[src/rtl/line_mem_ctrl_pkg.sv]
// Shared sizes, FSM/owner encodings and address helpers for the line memory controller.
package line_mem_ctrl_pkg;

  localparam int WORD_SIZE  = 16;
  localparam int LINE_WORDS = 4;
  localparam int FETCH_SIZE = WORD_SIZE * LINE_WORDS;
  localparam int BEAT_W     = 2;

  localparam logic [2:0] ST_IDLE     = 3'd0;
  localparam logic [2:0] ST_WR       = 3'd1;
  localparam logic [2:0] ST_RD_ISSUE = 3'd2;
  localparam logic [2:0] ST_RD_TAIL  = 3'd3;
  localparam logic [2:0] ST_DONE     = 3'd4;

  localparam logic OWN_I = 1'b0;
  localparam logic OWN_D = 1'b1;

  typedef logic [WORD_SIZE-1:0]  word_t;
  typedef logic [FETCH_SIZE-1:0] line_t;
  typedef logic [BEAT_W-1:0]     beat_t;

  typedef struct packed {
    logic valid;
    logic write;
    logic owner;
  } grant_t;

  function automatic word_t line_base(input word_t addr);
    return addr & ~word_t'(LINE_WORDS - 1);
  endfunction

  // base has zero low bits, so OR-ing the beat never carries into the line index
  function automatic word_t beat_addr(input word_t base, input beat_t beat);
    return base | word_t'(beat);
  endfunction

  function automatic word_t line_word(input line_t line, input beat_t beat);
    return line[beat*WORD_SIZE +: WORD_SIZE];
  endfunction

endpackage

[src/rtl/line_mem_ctrl_if.sv]
// Cache-side line request/response bundle for both the I- and D-cache ports.
interface line_mem_ctrl_if;
  import line_mem_ctrl_pkg::*;

  logic  i_readM;
  word_t i_addressM;
  line_t i_dataM;
  logic  i_doneM;

  logic  d_readM;
  logic  d_writeM;
  word_t d_addressM;
  line_t d_wdataM;
  line_t d_rdataM;
  logic  d_doneM;

  modport master (
    output i_readM, i_addressM, d_readM, d_writeM, d_addressM, d_wdataM,
    input  i_dataM, i_doneM, d_rdataM, d_doneM
  );

  modport slave (
    input  i_readM, i_addressM, d_readM, d_writeM, d_addressM, d_wdataM,
    output i_dataM, i_doneM, d_rdataM, d_doneM
  );

endinterface

[src/rtl/line_mem_ctrl_arbiter.sv]
// Fixed-priority grant between D write-back, D refill and I refill, only while idle.
module line_mem_arbiter
  import line_mem_ctrl_pkg::*;
(
  input  logic   idle,
  input  logic   d_write,
  input  logic   d_read,
  input  logic   i_read,
  output grant_t grant
);

  // write-back ahead of refill keeps a dirty victim from being overwritten
  always_comb begin
    grant = '0;
    if (idle) begin
      if (d_write) begin
        grant.valid = 1'b1;
        grant.write = 1'b1;
        grant.owner = OWN_D;
      end else if (d_read) begin
        grant.valid = 1'b1;
        grant.owner = OWN_D;
      end else if (i_read) begin
        grant.valid = 1'b1;
        grant.owner = OWN_I;
      end
    end
  end

endmodule

[src/rtl/line_mem_ctrl.sv]
// Line refill/write-back sequencer: one 4-beat line transaction at a time on a shared 16-bit RAM.
//
// state       | meaning
// ST_IDLE     | waiting; arbiter may grant a request this cycle
// ST_WR       | driving write beats 0..3 from the line buffer
// ST_RD_ISSUE | issuing read beats 0..3, capturing the previous beat
// ST_RD_TAIL  | capturing the last read beat
// ST_DONE     | one-cycle done pulse to the owner, no grant
module line_mem_ctrl
  import line_mem_ctrl_pkg::*;
(
  input  logic           clk,
  input  logic           reset,
  line_mem_ctrl_if.slave bus,
  output word_t          ram_addr,
  output logic           ram_we,
  output word_t          ram_wdata,
  input  word_t          ram_rdata,
  output logic           busy
);

  logic [2:0] state;
  beat_t      beat;
  beat_t      next_beat;
  logic       owner;
  word_t      base;
  word_t      grant_base;
  line_t      wbuf;
  line_t      i_line;
  line_t      d_line;
  grant_t     grant;
  logic       cap_en;
  beat_t      cap_slot;

  line_mem_arbiter u_arbiter (
    .idle    (state == ST_IDLE),
    .d_write (bus.d_writeM),
    .d_read  (bus.d_readM),
    .i_read  (bus.i_readM),
    .grant   (grant)
  );

  assign next_beat  = beat + beat_t'(1);
  assign grant_base = line_base((grant.owner == OWN_D) ? bus.d_addressM : bus.i_addressM);

  // registered RAM read: the word issued last cycle is on ram_rdata now; beat wraps to 0 in RD_TAIL
  assign cap_en   = ((state == ST_RD_ISSUE) && (beat != '0)) || (state == ST_RD_TAIL);
  assign cap_slot = beat - beat_t'(1);

  always_ff @(posedge clk) begin
    if (reset) begin
      state     <= ST_IDLE;
      beat      <= '0;
      owner     <= OWN_I;
      base      <= '0;
      wbuf      <= '0;
      i_line    <= '0;
      d_line    <= '0;
      ram_addr  <= '0;
      ram_we    <= 1'b0;
      ram_wdata <= '0;
    end else begin
      case (state)
        ST_IDLE: begin
          if (grant.valid) begin
            owner    <= grant.owner;
            base     <= grant_base;
            beat     <= '0;
            ram_addr <= beat_addr(grant_base, '0);
            if (grant.write) begin
              state     <= ST_WR;
              wbuf      <= bus.d_wdataM;
              ram_we    <= 1'b1;
              ram_wdata <= line_word(bus.d_wdataM, '0);
            end else begin
              state <= ST_RD_ISSUE;
            end
          end
        end
        ST_WR: begin
          beat <= next_beat;
          if (beat == beat_t'(LINE_WORDS - 1)) begin
            state     <= ST_DONE;
            ram_we    <= 1'b0;
            ram_wdata <= '0;
          end else begin
            ram_addr  <= beat_addr(base, next_beat);
            ram_wdata <= line_word(wbuf, next_beat);
          end
        end
        ST_RD_ISSUE: begin
          beat <= next_beat;
          if (beat == beat_t'(LINE_WORDS - 1)) begin
            state <= ST_RD_TAIL;
          end else begin
            ram_addr <= beat_addr(base, next_beat);
          end
        end
        ST_RD_TAIL: begin
          state <= ST_DONE;
        end
        ST_DONE: begin
          state <= ST_IDLE;
          beat  <= '0;
        end
        default: begin
          state <= ST_IDLE;
          beat  <= '0;
        end
      endcase

      if (cap_en) begin
        if (owner == OWN_D) d_line[cap_slot*WORD_SIZE +: WORD_SIZE] <= ram_rdata;
        else                i_line[cap_slot*WORD_SIZE +: WORD_SIZE] <= ram_rdata;
      end
    end
  end

  assign busy        = (state != ST_IDLE);
  assign bus.i_doneM = (state == ST_DONE) && (owner == OWN_I);
  assign bus.d_doneM = (state == ST_DONE) && (owner == OWN_D);
  assign bus.i_dataM  = i_line;
  assign bus.d_rdataM = d_line;

endmodule
[src/flat_wrapper.sv]
// flat-port wrapper written by rule: the top's interface ports become plain ports
module line_mem_ctrl_flat import line_mem_ctrl_pkg::*;
  (clk, reset, ram_addr, ram_we, ram_wdata, ram_rdata, busy, bus_i_readM, bus_i_addressM, bus_d_readM, bus_d_writeM, bus_d_addressM, bus_d_wdataM, bus_i_dataM, bus_i_doneM, bus_d_rdataM, bus_d_doneM);
  line_mem_ctrl_if bus_i ();
  input  logic clk;
  input  logic reset;
  output word_t ram_addr;
  output logic ram_we;
  output word_t ram_wdata;
  input  word_t ram_rdata;
  output logic busy;
  input wire logic [$bits(bus_i.i_readM)-1:0] bus_i_readM;
  input wire logic [$bits(bus_i.i_addressM)-1:0] bus_i_addressM;
  input wire logic [$bits(bus_i.d_readM)-1:0] bus_d_readM;
  input wire logic [$bits(bus_i.d_writeM)-1:0] bus_d_writeM;
  input wire logic [$bits(bus_i.d_addressM)-1:0] bus_d_addressM;
  input wire logic [$bits(bus_i.d_wdataM)-1:0] bus_d_wdataM;
  output wire logic [$bits(bus_i.i_dataM)-1:0] bus_i_dataM;
  output wire logic [$bits(bus_i.i_doneM)-1:0] bus_i_doneM;
  output wire logic [$bits(bus_i.d_rdataM)-1:0] bus_d_rdataM;
  output wire logic [$bits(bus_i.d_doneM)-1:0] bus_d_doneM;
  assign bus_i.i_readM = bus_i_readM;
  assign bus_i.i_addressM = bus_i_addressM;
  assign bus_i.d_readM = bus_d_readM;
  assign bus_i.d_writeM = bus_d_writeM;
  assign bus_i.d_addressM = bus_d_addressM;
  assign bus_i.d_wdataM = bus_d_wdataM;
  assign bus_i_dataM = bus_i.i_dataM;
  assign bus_i_doneM = bus_i.i_doneM;
  assign bus_d_rdataM = bus_i.d_rdataM;
  assign bus_d_doneM = bus_i.d_doneM;
  line_mem_ctrl u_core (.clk(clk), .reset(reset), .bus(bus_i), .ram_addr(ram_addr), .ram_we(ram_we), .ram_wdata(ram_wdata), .ram_rdata(ram_rdata), .busy(busy));
endmodule
[config.mk]
export PLATFORM = sky130hd
export DESIGN_NAME = line_mem_ctrl_flat
export DESIGN_NICKNAME = d
export VERILOG_FILES = /design/src/rtl/line_mem_ctrl_pkg.sv /design/src/rtl/line_mem_ctrl_if.sv /design/src/rtl/line_mem_ctrl_arbiter.sv /design/src/rtl/line_mem_ctrl.sv /design/src/flat_wrapper.sv
export SDC_FILE = /design/constraint.sdc
export NUM_CORES = 1
export LEC_CHECK = 0
export ABC_AREA = 1
export BUFFER_PORTS_ARGS = -buffer_cell sky130_fd_sc_hd__buf_2
export CAP_MARGIN = 20
export CORE_ASPECT_RATIO = 1.4
export CORE_MARGIN = 8
export CORE_UTILIZATION = 58
export DETAILED_ROUTE_END_ITERATION = 10
export GPL_TIMING_DRIVEN = 0
export PLACE_DENSITY_LB_ADDON = 0.08
export SYNTH_ARGS = -nofsm -noshare
export SYNTH_HDL_FRONTEND = slang
export SYNTH_SLANG_ARGS = --single-unit
[constraint.sdc]
create_clock -name clk -period 3.7 [get_ports clk]
set_clock_uncertainty 0.05 [all_clocks]
set_input_delay 0.37 -clock clk [delete_from_list [all_inputs] [get_ports clk]]
set_output_delay 0.37 -clock clk [all_outputs]
set_load 0.01 [all_outputs]
==> run summary <==
status: finished, final reports clean
CTS tree: built
Final Hold Viols: 0
Die ar.: 23,800 sq um
number of synthesized register bits: 245
Flop pwr share: 34.8%
Area Overhead vs Synth: 22.2%
worst vdd ir: 0.537 mV
Area contributors post-synth: dfxtp_1 44%, nand2_1 16%, a21oi_1 8.2%
Pint: 0.00571 W
CTS Sinks: 245
CP endpoint kind: primary output
Core Rows: 59
Critical path origin: u_core.state[1]$_SDFFE_PP0P_
CTS buffer count: 23
setup bufs post-CTS: 0
Max Fclk: 376 MHz
crit path kind: flip-flop to primary output
fin area: 13,500 sq um
worst-skew pair later-pin latency: 510 ps
setup tns final: 0 ps
Worst Path Max Fanout: 10
CP startpoint kind: flip-flop
max_cap viols: 0
Yosys top cell area share: 44.4%
Worst-path clk slew: 70 ps
Switching Fraction: 40.1%
I/O pin total: 281
power per cell area: 705 nW/um^2
antenna violations before repair: 0
antenna-violating nets left: 0
CORE AREA: 18,700 sq um
Die Width: 133 um
clock network fraction of total power: 25.8%
fin util: 72.3%
drt total wl: 37.1 mm
port buffer count: 275
Worst Path Arrival: 2240 ps
RSZ-0062 raised after global routing: false
final max-slew violation count: 0
vias in the first global route: 11,700
GR Overflow Total: 0
HPWL after DPL: 29.0 mm
placer congestion estimate: 0.973
Area after DPL: 12,700 sq um
Global Route Usage Sum: 29.9%
worst endpoint required time: 3280 ps
Yosys top cell by area: dfxtp_1
antenna diode instance count: 0
overall power: 0.00952 W
vias post-DR: 11,800
Avg WL per Cell: 16.9 um
DRC violations left: 0
slew margin rel.: 54.6%
CTS Hold Bufs: 0
Synth cell types: 25
largest net degree at the start of global routing: 15
Post-Syn Area per Cell: 6.77 sq um
post-CTS sizing: 0
worst hold path type: input port to flip-flop
fin crit period: 2660 ps
Leak Pwr: 6.52 nW
Syn Nets: 1,755
Slew @ Worst Pin: 681 ps
DRT Pass-1 Iters: 6
sequential-to-total area share from yosys stat: 44.4%
Final period util: 72.0%
Comb power frac: 39.5%
HP Start: bus_d_wdataM[60]
vias per inst: 5.40
FF-to-FF Start: u_core.beat[0]$_SDFFE_PP0P_
CTS max path bufs: 3
# nets final: 2,055
height of the die: 179 um
layout cells sized above 1: 19.4%
Initial Utilization: 59.2%
DRT iter0 DRCs: 1,034
switching power: 0.00382 W
root buf cell: clkbuf_16
Syn. warnings: 0
first-pass GRT wire length: 57.6 mm
Gate Count Post-Synth: 1,633
H-tree depth: 1
cell area after synthesis: 11,100 sq um
Final Setup Violations: 0
[metal layers]
metal,routed length (um),vias up,global-route usage (%)
met5,0,-,0
met4,2370,0,19.4
met3,2950,144,6.50
met2,18300,531,53.7
met1,13400,5376,31.2
li1,-,5788,-
[critical path, cell delays in order, from the launching register on]
cell and delay (ps):
dfxtp_1 380, inv_1 100, buf_2 230, buf_1 430, nand3_1 240, nor2_1 200, buf_2 170
[cell usage after synthesis]
library cell and instances:
buf_2 36, nor2_4 2, buf_4 15, nand2_4 1, clkbuf_1 49, nand2_1 474
nand4_1 66, dfxtp_1 245, buf_6 5, a21oi_1 180, o21ai_0 53, nor2_2 3
ha_1 5, nor3_1 22, nand3b_1 18, clkinv_1 2, nand3_1 111, nand3_2 1
nand4_2 1, buf_1 12, inv_1 171, inv_2 1, nand3_4 1, nor2_1 157
nand2_2 2
[worst paths after layout]
kind	cells past startpoint	end	slack [ps]
max	6	bus_i_doneM	1040
min	3	u_core.wbuf[60]$_SDFFE_PP0P_	80
max reg2reg	10	u_core.ram_wdata[12]$_SDFFE_PP0P_	1190
min reg2reg	2	u_core.bus.d_rdataM[61]$_SDFFE_PP0P_	400
[sequential cells by signal, summed over array words and instances (netlist names)]
| register | count |
|---|---|
| u_core.ram_we | 1 |
| u_core.ram_addr | 16 |
| u_core.bus.d_rdataM | 64 |
| u_core.base | 14 |
| u_core.bus.i_dataM | 64 |
| u_core.state | 3 |
| u_core.beat | 2 |
| u_core.wbuf | 64 |
| u_core.owner | 1 |
| u_core.ram_wdata | 16 |
[power by group through the flow]
| stage | Combinational, W | Sequential (W) | Clock (W) |
|---|---|---|---|
| after floorplan | 0.00248 | 0.00338 | 0 |
| after global placement | 0.00363 | 0.00334 | 0 |
| after detailed placement | 0.00369 | 0.00335 | 0 |
| after CTS | 0.00371 | 0.00330 | 0.00247 |
| after global routing | 0.00415 | 0.00335 | 0.00257 |
| final | 0.00376 | 0.00331 | 0.00245 |
[layout by cell type (no fill, tap or decap), types with 22 or more instances in the layout]
cell type / instances
a21oi_1: 180
buf_2: 311
clkbuf_1: 54
clkbuf_16: 23
dfxtp_1: 245
inv_1: 171
nand2_1: 474
nand3_1: 111
nand4_1: 66
nor2_1: 157
nor3_1: 22
o21ai_0: 53
[layout make-up]
type	instances	area (sq um)
Tap cell	244	305
Sequential cell	245	4900
Timing Repair Buffer	275	1380
Clock buffer	34	677
Buffer	117	578
Inverter	174	653
Clock inverter	5	100
Fill cell	1661	5170
Multi-Input combinational cell	1097	4920
[cell families (layout without fill, tap and decap cells)]
| logic type | count (synthesis) | after routing | share of synthesized area, % |
|---|---|---|---|
| flip-flops | 245 | 245 | 44.4 |
| buffers and inverters | 291 | 605 | 11.1 |
| adder cells (fa/ha/maj) | 5 | 5 | 0.566 |
| AO/OA/AOI/OAI | 233 | 233 | 10.6 |
| AND/OR/NAND/NOR | 859 | 859 | 33.4 |
[metrics by stage]
stage	setup slack (ps)	cells	hold slack, ps
CTS	1070	2191	65.6
global placement	1250	2152	385
floorplan	1750	1633	394
global route	913	2191	79.1
detailed placement	1250	2152	394
finish	1040	2191	76.2
Power figures use the tool's default switching activity.
